===== src/rtl/fetch_stage_pkg.sv =====
// Shared pipeline definitions for the fetch stage: reset/trap vectors, nop
// encoding, PC-source selector and the IF/ID register layout.
package fetch_stage_pkg;

    localparam logic [31:0] DEF_RESET_VECTOR = 32'h0000_0000;
    localparam logic [31:0] DEF_IRQ_VECTOR   = 32'h0000_0004;
    localparam logic [31:0] DEF_EXC_VECTOR   = 32'h0000_0008;
    localparam logic [31:0] NOP_INSTR        = 32'h0000_0000;

    typedef enum logic [2:0] {
        SRC_SEQ,
        SRC_JMP,
        SRC_JR,
        SRC_BR,
        SRC_IRQ,
        SRC_EXC
    } pc_src_e;

    typedef struct packed {
        logic [31:0] instr;
        logic [31:0] pc4;
        logic        valid;
    } if_id_t;

    // j/jal target: region bits of the jump's own PC+4, then the word index.
    function automatic logic [31:0] jump_target(input logic [3:0]  region,
                                                input logic [25:0] index);
        return {region, index, 2'b00};
    endfunction

endpackage


===== src/rtl/fetch_stage_next_pc_sel.sv =====
// Next-PC priority mux: picks the redirect source, flags an IF/ID flush and
// tells the PC/IF-ID registers whether to hold for a stall.
module next_pc_sel
    import fetch_stage_pkg::*;
#(
    parameter logic [31:0] IRQ_VECTOR = DEF_IRQ_VECTOR,
    parameter logic [31:0] EXC_VECTOR = DEF_EXC_VECTOR
) (
    input  logic [31:0] pc_plus4,
    input  logic [3:0]  pc_region,
    input  logic        stall,
    input  logic        jump_taken,
    input  logic [25:0] jump_index,
    input  logic        jr_taken,
    input  logic [31:0] jr_target,
    input  logic        branch_taken,
    input  logic [31:0] branch_target,
    input  logic        interrupt,
    input  logic        exception,
    output logic [31:0] next_pc,
    output logic        flush,
    output logic        hold
);

    pc_src_e src;

    // Older pipeline stages win: an EX redirect makes any ID jump wrong-path.
    always_comb begin
        src = SRC_SEQ;
        if (exception)         src = SRC_EXC;
        else if (interrupt)    src = SRC_IRQ;
        else if (branch_taken) src = SRC_BR;
        else if (jr_taken)     src = SRC_JR;
        else if (jump_taken)   src = SRC_JMP;
    end

    always_comb begin
        next_pc = pc_plus4;
        unique case (src)
            SRC_EXC: next_pc = EXC_VECTOR;
            SRC_IRQ: next_pc = IRQ_VECTOR;
            SRC_BR:  next_pc = branch_target;
            SRC_JR:  next_pc = jr_target;
            SRC_JMP: next_pc = jump_target(pc_region, jump_index);
            default: next_pc = pc_plus4;
        endcase
    end

    // Any redirect discards the stalled ID instruction, so stall only holds
    // when fetch would otherwise be sequential.
    assign flush = (src != SRC_SEQ);
    assign hold  = stall && !flush;

endmodule


===== src/rtl/fetch_stage.sv =====
// MIPS instruction-fetch stage: PC register, IF/ID pipeline register and the
// count of instructions accepted into decode.
module fetch_stage
    import fetch_stage_pkg::*;
#(
    parameter logic [31:0] RESET_VECTOR = DEF_RESET_VECTOR,
    parameter logic [31:0] IRQ_VECTOR   = DEF_IRQ_VECTOR,
    parameter logic [31:0] EXC_VECTOR   = DEF_EXC_VECTOR
) (
    input  logic        clk,
    input  logic        reset,
    output logic [31:0] PC,
    input  logic [31:0] Instruction,
    input  logic        Stall,
    input  logic        JumpTaken,
    input  logic [25:0] JumpIndex,
    input  logic        JrTaken,
    input  logic [31:0] JrTarget,
    input  logic        BranchTaken,
    input  logic [31:0] BranchTarget,
    input  logic        Interrupt,
    input  logic        Exception,
    output logic [31:0] IF_ID_Instr,
    output logic [31:0] IF_ID_PC4,
    output logic        IF_ID_Valid,
    output logic [31:0] FetchCount
);

    logic [31:0] pc_plus4;
    logic [31:0] next_pc;
    logic        flush;
    logic        hold;
    if_id_t      if_id;

    assign pc_plus4 = PC + 32'd4;

    next_pc_sel #(
        .IRQ_VECTOR (IRQ_VECTOR),
        .EXC_VECTOR (EXC_VECTOR)
    ) u_next_pc_sel (
        .pc_plus4      (pc_plus4),
        .pc_region     (if_id.pc4[31:28]),
        .stall         (Stall),
        .jump_taken    (JumpTaken),
        .jump_index    (JumpIndex),
        .jr_taken      (JrTaken),
        .jr_target     (JrTarget),
        .branch_taken  (BranchTaken),
        .branch_target (BranchTarget),
        .interrupt     (Interrupt),
        .exception     (Exception),
        .next_pc       (next_pc),
        .flush         (flush),
        .hold          (hold)
    );

    always_ff @(posedge clk or posedge reset) begin
        if (reset) begin
            PC         <= RESET_VECTOR;
            if_id      <= '{instr: NOP_INSTR, pc4: 32'h0, valid: 1'b0};
            FetchCount <= 32'h0;
        end else if (!hold) begin
            PC <= next_pc;
            if (flush) begin
                if_id <= '{instr: NOP_INSTR, pc4: 32'h0, valid: 1'b0};
            end else begin
                if_id      <= '{instr: Instruction, pc4: pc_plus4, valid: 1'b1};
                FetchCount <= FetchCount + 32'd1;
            end
        end
    end

    assign IF_ID_Instr = if_id.instr;
    assign IF_ID_PC4   = if_id.pc4;
    assign IF_ID_Valid = if_id.valid;

endmodule


===== config.mk =====
export PLATFORM = sky130hd
export DESIGN_NAME = fetch_stage
export DESIGN_NICKNAME = d
export VERILOG_FILES = /design/src/rtl/fetch_stage_pkg.sv /design/src/rtl/fetch_stage_next_pc_sel.sv /design/src/rtl/fetch_stage.sv
export SDC_FILE = /design/constraint.sdc
export NUM_CORES = 1
export LEC_CHECK = 0
export CORE_AREA = 3 3 160 162
export CTS_BUF_LIST = sky130_fd_sc_hd__clkbuf_2 sky130_fd_sc_hd__clkbuf_4 sky130_fd_sc_hd__clkbuf_8
export DETAILED_ROUTE_END_ITERATION = 8
export DIE_AREA = 0 0 163 165
export PLACE_DENSITY_LB_ADDON = 0.15
export SLEW_MARGIN = 20
export SYNTH_ARGS = -nofsm -noshare
export SYNTH_HDL_FRONTEND = slang
export SYNTH_SLANG_ARGS = --single-unit

===== constraint.sdc =====
create_clock -name clk -period 8.5 [get_ports clk]
set_input_delay 1.275 -clock clk [delete_from_list [all_inputs] [get_ports clk]]
set_output_delay 1.275 -clock clk [all_outputs]
set_load 0.02 [all_outputs]

==> After elaboration in Yosys (flattened, before gate mapping) <==
Index checks and enable logic that the tools add are counted.
{ "op_classes": {"bitwise_logic": 2, "eq_ne": 5, "add_sub_neg": 2, "reduce_logical": 4, "muxes": 7} }
{ "op_table": {"columns": ["cell", "n"], "rows": [
  ["$pmux W32 S5", 1],
  ["$mux W65", 1],
  ["$add A32 B1 Y32 const B", 1],
  ["$add A32 B3 Y32 const B", 1],
  ["$mux W3", 4],
  ["$eq A3 B2 Y1 const B", 2],
  ["$eq A3 B3 Y1 const B", 2],
  ["$eq A3 B1 Y1 const B", 1],
  ["$reduce_bool A3 Y1", 1],
  ["$not A1 Y1", 2],
  ["$reduce_and A2 Y1", 1],
  ["$logic_and A1 B1 Y1", 1],
  ["$logic_not A1 Y1", 1],
  ["$mux W1", 1]
]} }
{ "totals": {"input_bits": 130, "wordCells": 25, "ff_bits": 129, "out_inout_bits": 129} }

==> Logic depth before layout (Yosys ltp) <==
{ "depth": {"depth_word": 10, "mapped_depth": 7, "depth_no_buf": 6} }

==> Modules after synthesis <==
From an unflattened synthesis, not the netlist that was laid out.
{ "unflattened": {"cells_unflattened": 672, "area_unflattened_um2": 6969.2} }
{ "by_module_without_submodules": {"columns": ["module", "area_each_um2", "cells_each", "seq_area_each_um2", "n_inst"], "rows": [
  ["fetch_stage", 6079.6, 542, 3228.1, 1],
  ["next_pc_sel", 889.6, 130, 0.0, 1]
]} }

==> Least setup slack after synthesis <==
Ideal clock, no wire load.
{ "synth_path": {"path_kind": "input port to flip-flop", "start": "input JrTaken", "end": "register FetchCount[21]", "t_required_ps": 8371, "t_arrival_ps": 2608, "cell_stages": 6, "slack_ps": 5763, "path_buffers": 1, "setup_ps": 129, "path_cell_list": "buf_2 > nor4_4 > nand3_2 > nor2_1 > nand4_1 > xnor2_1"} }
{ "synth_via": {"elab_chain_cells": 9, "word_cells_on_any_way": 10, "classes_between": "4 x mux; 2 x bitwise; 4 x reduce/logical"} }
{ "synth_lines": {"columns": ["element", "line_no", "text"], "rows": [
  ["start: declaration", "fetch_stage.sv:17", "input logic JrTaken,"],
  ["$mux W3 *", "fetch_stage_next_pc_sel.sv:33", "else if (jr_taken) src = SRC_JR;"],
  ["$mux W3 *", "fetch_stage_next_pc_sel.sv:32", "else if (branch_taken) src = SRC_BR;"],
  ["$mux W3 *", "fetch_stage_next_pc_sel.sv:31", "else if (interrupt) src = SRC_IRQ;"],
  ["$mux W3 *", "fetch_stage_next_pc_sel.sv:30", "if (exception) src = SRC_EXC;"],
  ["$reduce_bool A3 Y1 *", "fetch_stage_next_pc_sel.sv:51", "assign flush = (src != SRC_SEQ);"],
  ["$logic_not A1 Y1", "fetch_stage_next_pc_sel.sv:52", "assign hold = stall && !flush;"],
  ["$logic_and A1 B1 Y1", "fetch_stage_next_pc_sel.sv:52", null],
  ["$not A1 Y1 (no line)", null, null],
  ["$reduce_and A2 Y1 (no line) *", null, null],
  ["end signal: assignment", "fetch_stage.sv:68", "FetchCount <= FetchCount + 32'd1;"],
  ["end: declaration", "fetch_stage.sv:26", "output logic [31:0] FetchCount"]
]} }
Every way passes the cells marked *; elsewhere a longest branch is shown, timed or not.
A chain may end at the register's enable or synchronous reset.

==> Worst setup path after layout <==
{ "layout_path": {"start": "input JrTaken", "end": "register PC[31]"} }
{ "layout_via": {"elab_chain_cells": 7, "word_cells_on_any_way": 13, "classes_between": "5 x eq/ne; 5 x mux; 3 x reduce/logical"} }
{ "layout_lines": {"columns": ["element", "line_no", "text"], "rows": [
  ["$mux W3 *", "fetch_stage_next_pc_sel.sv:33", null],
  ["$mux W3 *", "fetch_stage_next_pc_sel.sv:32", null],
  ["$mux W3 *", "fetch_stage_next_pc_sel.sv:31", null],
  ["$mux W3 *", "fetch_stage_next_pc_sel.sv:30", null],
  ["branches (longest 3 deep; another with $pmux W32 S5)", null, null],
  ["end signal: assignment", "fetch_stage.sv:63", "PC <= next_pc;"],
  ["end: declaration", "fetch_stage.sv:12", "output logic [31:0] PC,"]
]} }
Every way passes the cells marked *.

==> flow_metrics.py <==
metrics = {
    "synth": {
        "synth-compound-area-share": 0.1158,
        "netlist_area_um2": 6765,
        "yosysTopAreaCellShare": 0.4772,
        "synth_mux_area_frac": 0.06529,
        "synthFlopType": "dfrtp_1",
        "synth_simple_gate_area_frac": 0.1938,
        "synth.distinct_cells": 46,
        "synth_top_family_by_area": "simple AND/OR/NAND/NOR gates",
        "synth_top_area_cell": "dfrtp_1",
        "syn_avg_cell_area_um2": 9.748,
        "synthTopCellsByArea": "dfrtp_1 (48%), xnor2_1 (6.9%), mux2i_1 (6.4%)",
        "synth_most_common_cell": "dfrtp_1",
        "synth.net_count": 826,
        "async_flop_share": 1.000,
        "synth-seq-cells": 129,
        "synthTopCellsByCount": "dfrtp_1 (129), nor2_1 (89), xnor2_1 (53)",
        "synth_warnings": 0,
        "synth_fa_ha_area_frac": 0.003699,
        "synth_cells": 694,
        "synth_xor_area_frac": 0.1100,
        "synth_edf_count": 0,
        "ys_seq_area_frac": 0.4772,
    },
    "clock_network": {
        "cts_tree": "yes",
        "numCtsBuffers": 17,
        "cts_resized": 0,
        "post_cts_buffers": 0,
        "clk_pin_slew_ns": 0.08,
        "max-clock-path-buffers": 2,
        "postCtsHoldBufs": 0,
        "htree_levels": 4,
        "root_buffer": "clkbuf_8",
        "worst_skew_pair.late_latency_ns": 0.45,
        "clock-sinks": 129,
    },
    "cells_and_area": {
        "drive_above_1_share": 0.06230,
        "area_growth_pct": 47.88,
        "fillerInstances": 2502,
        "nNetsFinal": 1066,
    },
    "timing": {
        "finalMaxSlewViolations": 0,
        "slew_headroom": 0.3660,
        "worstMarginPinSlew_ns": 0.9474,
        "final.setup.tns_ns": 0,
        "final_hold_viol_count": 0,
        "rsz0062_at_grt": "no",
        "fmax_mhz": 242.4,
        "min_period_over_period": 0.4853,
        "finalCriticalPeriod_ns": 4.125,
        "setup_violations": 0,
        "skew_ns": 0.01429,
        "setup_slack_ns": 4.375,
    },
    "floorplanning": {
        "io_pins": 259,
        "fp.dieArea_um2": 26900,
        "fp.dieW_um": 163,
        "core_region_area_um2": 24250,
        "die_h_um": 165,
        "initial_core_util": 0.2790,
        "rows": 57,
    },
    "route": {
        "highest_layer": "met5",
        "remaining_drc_errors": 0,
        "wl_met2_um": 11770,
        "wl_met1_um": 10580,
        "drtPass1Iterations": 4,
        "antenna_left": 0,
        "vias": 6129,
        "met3_length_um": 1340,
        "vias_per_cell": 4.807,
        "dr.first_iter.drc_count": 350,
        "post_drt_wl_per_cell_um": 18.94,
        "wl_um": 24150,
    },
    "setup_path": {
        "critPathCaptureType": "register",
        "crit_fanout": 17,
        "worstPathRequired_ns": 8.86,
        "startpoint_type": "input port",
        "path_class": "in -> reg",
        "arrival_ns": 4.48,
    },
    "global_routing": {
        "grt_pass1_wl_um": 36520,
        "overflow": 0,
        "antenna_found_initial": 5,
        "grt_max_degree": 81,
        "grt_pass1_vias": 6139,
        "grt_usage": 0.1779,
    },
    "flow_run": {
        "cap_violations": 0,
    },
    "placement": {
        "routabilityCongestion": 0.7825,
        "hpwl_um": 17080,
        "dpl_worst_slack_ns": 3.880,
        "io_buffers": 258,
    },
    "min_path": {
        "hold_class": "reg -> reg",
    },
    "power_and_ir_drop": {
        "vdd_ir_drop_max_v": 0.00005272,
        "leakage_nw": 4.035,
        "p_per_area_nw_per_um2": 137.7,
    },
    "status": {
        "outcome": "complete, no violations",
    },
}
[critical path: stages]
cell and delay (ns):
clkdlybuf4s50_1 1.04, clkinv_1 0.79, nor2_1 0.95, a22o_1 0.24, a22oi_1 0.08, o21ai_0 0.10
[sequential cells by signal (all words and copies together) (netlist names)]
signal       count
FetchCount      32
IF_ID_Valid      1
IF_ID_Instr     32
IF_ID_PC4       32
PC              32
[cell usage in the layout, fill, tap and decap left out, types with 18 or more instances in the layout]
| master | Yosys | routed |
|---|---|---|
| xnor2_1 | 53 | 53 |
| nor3_1 | 23 | 23 |
| clkbuf_8 | 0 | 18 |
| nand2_1 | 47 | 47 |
| nor2_1 | 89 | 89 |
| xor2_1 | 32 | 32 |
| clkdlybuf4s50_1 | 0 | 256 |
| dfrtp_1 | 129 | 129 |
| a21oi_1 | 42 | 42 |
| o21ai_0 | 31 | 31 |
| nand3_1 | 22 | 22 |
| mux2i_1 | 43 | 43 |
| o22ai_1 | 21 | 21 |
[layout make-up]
class / instances / area [um^2] / area share
tap: 324 / 405.4 / 0.04052
timing repair buffer: 265 / 2625 / 0.2624
sequential: 129 / 3228 / 0.3227
inverter: 11 / 46.29 / 0.004627
clock inverter: 14 / 131.4 / 0.01313
antenna: 4 / 10.01 / 0.001000
multi-input combinational: 510 / 3311 / 0.3309
clock buffer: 18 / 247.7 / 0.02476
[where the power goes]
group	total (W)	internal [W]	switching, W
Sequential	0.000649	0.000626	0.0000234
Clock	0.000522	0.000242	0.000280
Combinational	0.000206	0.000109	0.0000973
[through the flow]
| stage | total power, W | hold WS (ns) | instances | utilization | area (um^2) |
|---|---|---|---|---|---|
| global placement | 0.0008688 | 0.4595 | 1239 | 0.3965 | 9615 |
| detailed placement | 0.0008702 | 0.4634 | 1239 | 0.3965 | 9615 |
| finish | 0.001378 | 0.4682 | 1275 | 0.4126 | 10000 |
| global route | 0.001443 | 0.5075 | 1275 | 0.4126 | 10000 |
| floorplan | 0.0007498 | 0.5777 | 694 | - | 6765 |
| CTS | 0.001400 | 0.4750 | 1271 | 0.4122 | 9995 |
[cells by family after synthesis]
logic type / after synthesis
flip-flops: 129
AO/OA/AOI/OAI: 130
adder cells (fa/ha/maj): 2
AND/OR/NAND/NOR: 249
buffers and inverters: 55
XOR/XNOR: 85
multiplexers: 44
[per-layer routing]
metal  GRT usage  up-vias
met2      0.2901      184
met5           0        -
met4     0.06305        2
met1      0.2329     2962
met3     0.03963       31
li1            -     2950
[final timing paths]
check	startpoint	to	slack, ns	cells after the start
worst min register to register	FetchCount[31]	FetchCount[31]	0.47	1
worst min-delay path	FetchCount[31]	FetchCount[31]	0.47	1
worst max-delay path	JrTaken	PC[31]	4.38	6
worst max register to register	PC[5]	IF_ID_PC4[29]	5.89	5
max in group asynchronous	reset	IF_ID_PC4[2]	5.88	3
min in group asynchronous	reset	IF_ID_Instr[31]	1.34	2
Power figures use the tool's default switching activity.
